**config.mk**
```make
export PLATFORM = sky130hd
export DESIGN_NAME = hazard_unit
export DESIGN_NICKNAME = d
export VERILOG_FILES = /design/src/rtl/hazard_unit.sv
export SDC_FILE = /design/constraint.sdc
export NUM_CORES = 1
export LEC_CHECK = 0
export CORE_ASPECT_RATIO = 1.2
export CORE_UTILIZATION = 54
export DETAILED_ROUTE_END_ITERATION = 6
export PLACE_DENSITY = 0.88
export SLEW_MARGIN = 20
export SYNTH_ARGS = -nofsm -noshare
export SYNTH_HDL_FRONTEND = slang
export SYNTH_SLANG_ARGS = --single-unit
```
**constraint.sdc**
```tcl
create_clock -name clk -period 5.3 [get_ports clk]
set_input_delay 1.06 -clock clk [delete_from_list [all_inputs] [get_ports clk]]
set_output_delay 1.06 -clock clk [all_outputs]
set_load 0.05 [all_outputs]
```
**src/rtl/hazard_unit.sv**
```systemverilog
// Pipeline hazard tracker: records E/M/W destination/Tnew state and derives stall and forwarding selects.
// Optional W-stage bypass (code 3 and fwd_rt_M) is enabled by defining HAZ_W_BYPASS_EN.
module hazard_unit (
  input  logic       clk,
  input  logic       reset,
  input  logic [4:0] rs_D,
  input  logic [4:0] rt_D,
  input  logic [1:0] Tuse_rs,
  input  logic [1:0] Tuse_rt,
  input  logic [4:0] A3_D,
  input  logic [1:0] Tnew_D,
  output logic       stall,
  output logic       bubble_E,
  output logic [1:0] fwd_rs_D,
  output logic [1:0] fwd_rt_D,
  output logic [1:0] fwd_rs_E,
  output logic [1:0] fwd_rt_E,
  output logic       fwd_rt_M
);

`ifdef HAZ_W_BYPASS_EN
  localparam logic W_EN = 1'b1;
`else
  localparam logic W_EN = 1'b0;
`endif

  logic [4:0] a3_e, rs_e, rt_e;
  logic [1:0] tnew_e;
  logic [4:0] a3_m, rt_m;
  logic [1:0] tnew_m;
  logic [4:0] a3_w;

  // A source blocks when a producer in E or M cannot deliver before the consumer needs it.
  function automatic logic src_blocked(input logic [4:0] r, input logic [1:0] tuse,
                                       input logic [4:0] ae, input logic [1:0] te,
                                       input logic [4:0] am, input logic [1:0] tm);
    logic live;
    live = (r != 5'd0) && (tuse != 2'd3);
    return live && (((ae == r) && (te > tuse)) || ((am == r) && (tm > tuse)));
  endfunction

  function automatic logic [1:0] sel_d(input logic [4:0] r,
                                       input logic [4:0] ae, input logic [1:0] te,
                                       input logic [4:0] am, input logic [1:0] tm,
                                       input logic [4:0] aw);
    logic [1:0] sel;
    sel = 2'd0;
    if (r != 5'd0) begin
      if ((ae == r) && (te == 2'd0))      sel = 2'd1;
      else if ((am == r) && (tm == 2'd0)) sel = 2'd2;
      else if (W_EN && (aw == r))         sel = 2'd3;
    end
    return sel;
  endfunction

  function automatic logic [1:0] sel_e(input logic [4:0] r,
                                       input logic [4:0] am, input logic [1:0] tm,
                                       input logic [4:0] aw);
    logic [1:0] sel;
    sel = 2'd0;
    if (r != 5'd0) begin
      if ((am == r) && (tm == 2'd0)) sel = 2'd2;
      else if (W_EN && (aw == r))    sel = 2'd3;
    end
    return sel;
  endfunction

  always_comb begin
    stall    = src_blocked(rs_D, Tuse_rs, a3_e, tnew_e, a3_m, tnew_m) |
               src_blocked(rt_D, Tuse_rt, a3_e, tnew_e, a3_m, tnew_m);
    bubble_E = stall;
    fwd_rs_D = sel_d(rs_D, a3_e, tnew_e, a3_m, tnew_m, a3_w);
    fwd_rt_D = sel_d(rt_D, a3_e, tnew_e, a3_m, tnew_m, a3_w);
    fwd_rs_E = sel_e(rs_e, a3_m, tnew_m, a3_w);
    fwd_rt_E = sel_e(rt_e, a3_m, tnew_m, a3_w);
    fwd_rt_M = W_EN && (rt_m != 5'd0) && (a3_w == rt_m);
  end

  // A stalled D instruction stays in F/D, so E receives an empty record instead.
  always_ff @(posedge clk) begin
    if (reset) begin
      a3_e   <= 5'd0;
      tnew_e <= 2'd0;
      rs_e   <= 5'd0;
      rt_e   <= 5'd0;
      a3_m   <= 5'd0;
      tnew_m <= 2'd0;
      rt_m   <= 5'd0;
      a3_w   <= 5'd0;
    end else begin
      if (stall) begin
        a3_e   <= 5'd0;
        tnew_e <= 2'd0;
        rs_e   <= 5'd0;
        rt_e   <= 5'd0;
      end else begin
        a3_e   <= A3_D;
        tnew_e <= Tnew_D;
        rs_e   <= rs_D;
        rt_e   <= rt_D;
      end
      a3_m   <= a3_e;
      tnew_m <= (tnew_e == 2'd0) ? 2'd0 : tnew_e - 2'd1;
      rt_m   <= rt_e;
      a3_w   <= a3_m;
    end
  end

endmodule

```
==> flow_summary.json <==
{
  "period_share": 0.851,
  "drv_slew": 0,
  "grt_pass1_wl_mm": 5.79,
  "cts_buffer_depth": 2,
  "die_y_um": 59.9,
  "hold_buffers": 0,
  "syn_to_final_growth_pct": 20.0,
  "grt_util_all_layers": 0.261,
  "clock_sinks": 24,
  "hpwl_mm": 2.70,
  "clockPowerShare": 0.304,
  "diodes": 0,
  "power_density_nw_per_um2": 244,
  "final_cell_mix": "28 x clkdlybuf4s50_1, 25 x nor3_1, 24 x dfxtp_1, 19 x xnor2_1, 17 x nand3b_1",
  "setup.worst_path.end_class": "primary output",
  "synth_edf_count": 0,
  "slew_headroom": 0.572,
  "comb_power_share": 0.239,
  "async_flop_share": 0,
  "seq_area_um2": 480,
  "cp_cell_sequence": "clkdlybuf4s50_1 > xor2_1 > nor3_1 > nand3_1 > a2111oi_0 > clkdlybuf4s50_1",
  "tightest_slew_ns": 0.640,
  "p_seq_frac": 0.457,
  "routedWlPerCell_um": 15.3,
  "grt_max_degree": 25,
  "critical_path_buf_inv_count": 2,
  "drtIter0Drc": 39,
  "clk-insertion-delay-late_ns": 0.33,
  "num-nets-final": 228,
  "vias": 1303,
  "dieArea_um2": 3010,
  "fin_ws_ns": 0.791,
  "rsz0062_at_grt": "no",
  "ir_worst_vdd_mv": 0.209,
  "hold_start": "tnew_e[0]",
  "drc": 0,
  "fill_cells": 215,
  "fmax_ghz": 0.222,
  "die_w_um": 50.3,
  "syn_inst": 171,
  "cp-start-kind": "input port",
  "fin_util": 0.696,
  "antenna_left": 0,
  "fin_crit_ns": 4.51,
  "crit_top_cell": "clkdlybuf4s50_1",
  "cts_buffers": 3,
  "ys_ff_latch": 24,
  "critPathMaxStageDelay_ns": 0.88,
  "synth_area_per_cell_um2": 8.82,
  "cts_tree": "built",
  "hold_viol": 0,
  "antenna_found_initial": 0,
  "slowest_stage": "clkdlybuf4s50_1",
  "r2r_end": "rt_e[0]",
  "p_int_w": 0.000319,
  "outcome": "finished, final reports clean",
  "switching_share": 0.277,
  "p_sw_w": 0.000122,
  "rrSetupSlack_ns": 3.33,
  "worst_path_dominant_cell_family": "buffers and inverters",
  "final_common_cell": "clkdlybuf4s50_1",
  "hp-class": "reg2reg",
  "yosys_warnings": 0,
  "cp.arrival_ns": 3.45,
  "core.rowCount": 20,
  "final.setup_skew_ns": 0.00519,
  "dpl_worst_slack_ns": 0.762,
  "dr.pass1.iters": 4,
  "path_clk_slew_ns": 0.13,
  "r2r_start": "tnew_m[0]",
  "cts_resized": 0,
  "gp_congestion": 0.875,
  "seq_area_frac_synth": 0.318,
  "reg2reg_depth": 8,
  "totalNegativeSetupSlack_ns": 0,
  "yosysUniqueCellTypes": 30,
  "cts_setup_buffers": 0,
  "path_depth": 6,
  "cp_max_fo": 4,
  "crit_start": "rs_D[0]",
  "multi_input_area_um2": 896,
  "cts_root_buf": "clkbuf_4",
  "drive_gt1_frac": 0.0615,
  "cp.required_ns": 4.24,
  "wl_mm": 3.48,
  "worst-setup-path-type": "in2out",
  "synthFlopType": "dfxtp_1",
  "htree_levels": 1,
  "place.port_buffers": 30,
  "num_io_pins": 34,
  "power_leakage_nw": 0.722,
  "setup_viol": 0,
  "initial_core_util": 0.580,
  "core_um2": 2600,
  "syn_area_um2": 1510,
  "grt-ovfl-total": 0,
  "avgViaCountPerCell": 5.71,
  "grt_pass1_vias": 1349,
  "cap_viol_max_count": 0,
  "critical_path.endpoint": "fwd_rs_D[1]"
}
-- synth_stat cells, types with 4 or more instances --
library cell	n	area (um2)
dfxtp_1	24	480
nor2b_1	6	37.5
ha_1	9	113
a21oi_1	7	35.0
nor4_1	5	31.3
clkbuf_1	5	18.8
buf_4	4	30.0
xnor2_1	19	166
nand3_1	6	30.0
nand3b_1	17	128
xor2_1	9	78.8
inv_1	8	30.0
nor3_1	25	125
-- per-layer routing --
metal | routed length (um) | up-vias | part of all wire | GRT usage
met3 | 143 | 11 | 0.041 | 0.0382
met4 | 106 | 0 | 0.030 | 0.159
met1 | 1450 | 613 | 0.42 | 0.273
li1 | - | 636 | - | -
met2 | 1780 | 43 | 0.51 | 0.486
met5 | 0 | - | 0 | 0
-- logic make-up after synthesis --
family                     count (synthesis)  synth area share
adders and majority gates                  9            0.0746
buffers and inverters                     22            0.0929
other                                      1           0.00249
xor gates and xnor gates                  28             0.163
DFF                                       24             0.318
AOI/OAI and AO/OA                         13            0.0589
and+or+nand+nor                           74             0.290
-- cell type report --
type	count	area share
Clock buffer	3	0.0124
Clock inverter	1	0.0166
Inverter	8	0.0166
Multi-Input combinational cell	127	0.495
Sequential cell	24	0.265
Tap cell	33	0.0228
Timing Repair Buffer	32	0.171
-- registers in the layout, summed over array words and instances (netlist names) --
| register | flops |
|---|---|
| tnew_m | 2 |
| a3_e | 5 |
| tnew_e | 2 |
| rs_e | 5 |
| a3_m | 5 |
| rt_e | 5 |
-- power by group through the flow --
stage / registers, W / clock network [W] / logic [W]
2_1_floorplan: 0.000201 / 0 / 0.0000716
3_3_place_gp: 0.000205 / 0 / 0.0000989
3_5_place_dp: 0.000206 / 0 / 0.000105
4_1_cts: 0.000202 / 0.000135 / 0.000105
5_1_grt: 0.000203 / 0.000145 / 0.000115
6_report: 0.000202 / 0.000134 / 0.000105
-- through the flow --
stage | area, um2 | instances | total power (W) | hold slack (ns)
final | 1810 | 228 | 0.000442 | 0.451
after global routing | 1810 | 228 | 0.000463 | 0.485
after CTS | 1810 | 228 | 0.000442 | 0.446
after detailed placement | 1760 | 224 | 0.000311 | 0.428
after global placement | 1760 | 224 | 0.000304 | 0.414
after floorplan | 1520 | 173 | 0.000273 | 0.401
-- worst min path at each step --
stage / endpoint / cells after the start / slack (ns)
after floorplan: tnew_m[0] / 1 / 0.40
after global placement: tnew_m[0] / 1 / 0.41
after detailed placement: tnew_m[0] / 1 / 0.43
after CTS: tnew_m[0] / 1 / 0.45
after global routing: tnew_m[0] / 1 / 0.49
final: tnew_m[0] / 1 / 0.45
Note: power is estimated with default switching activity, not from simulation.
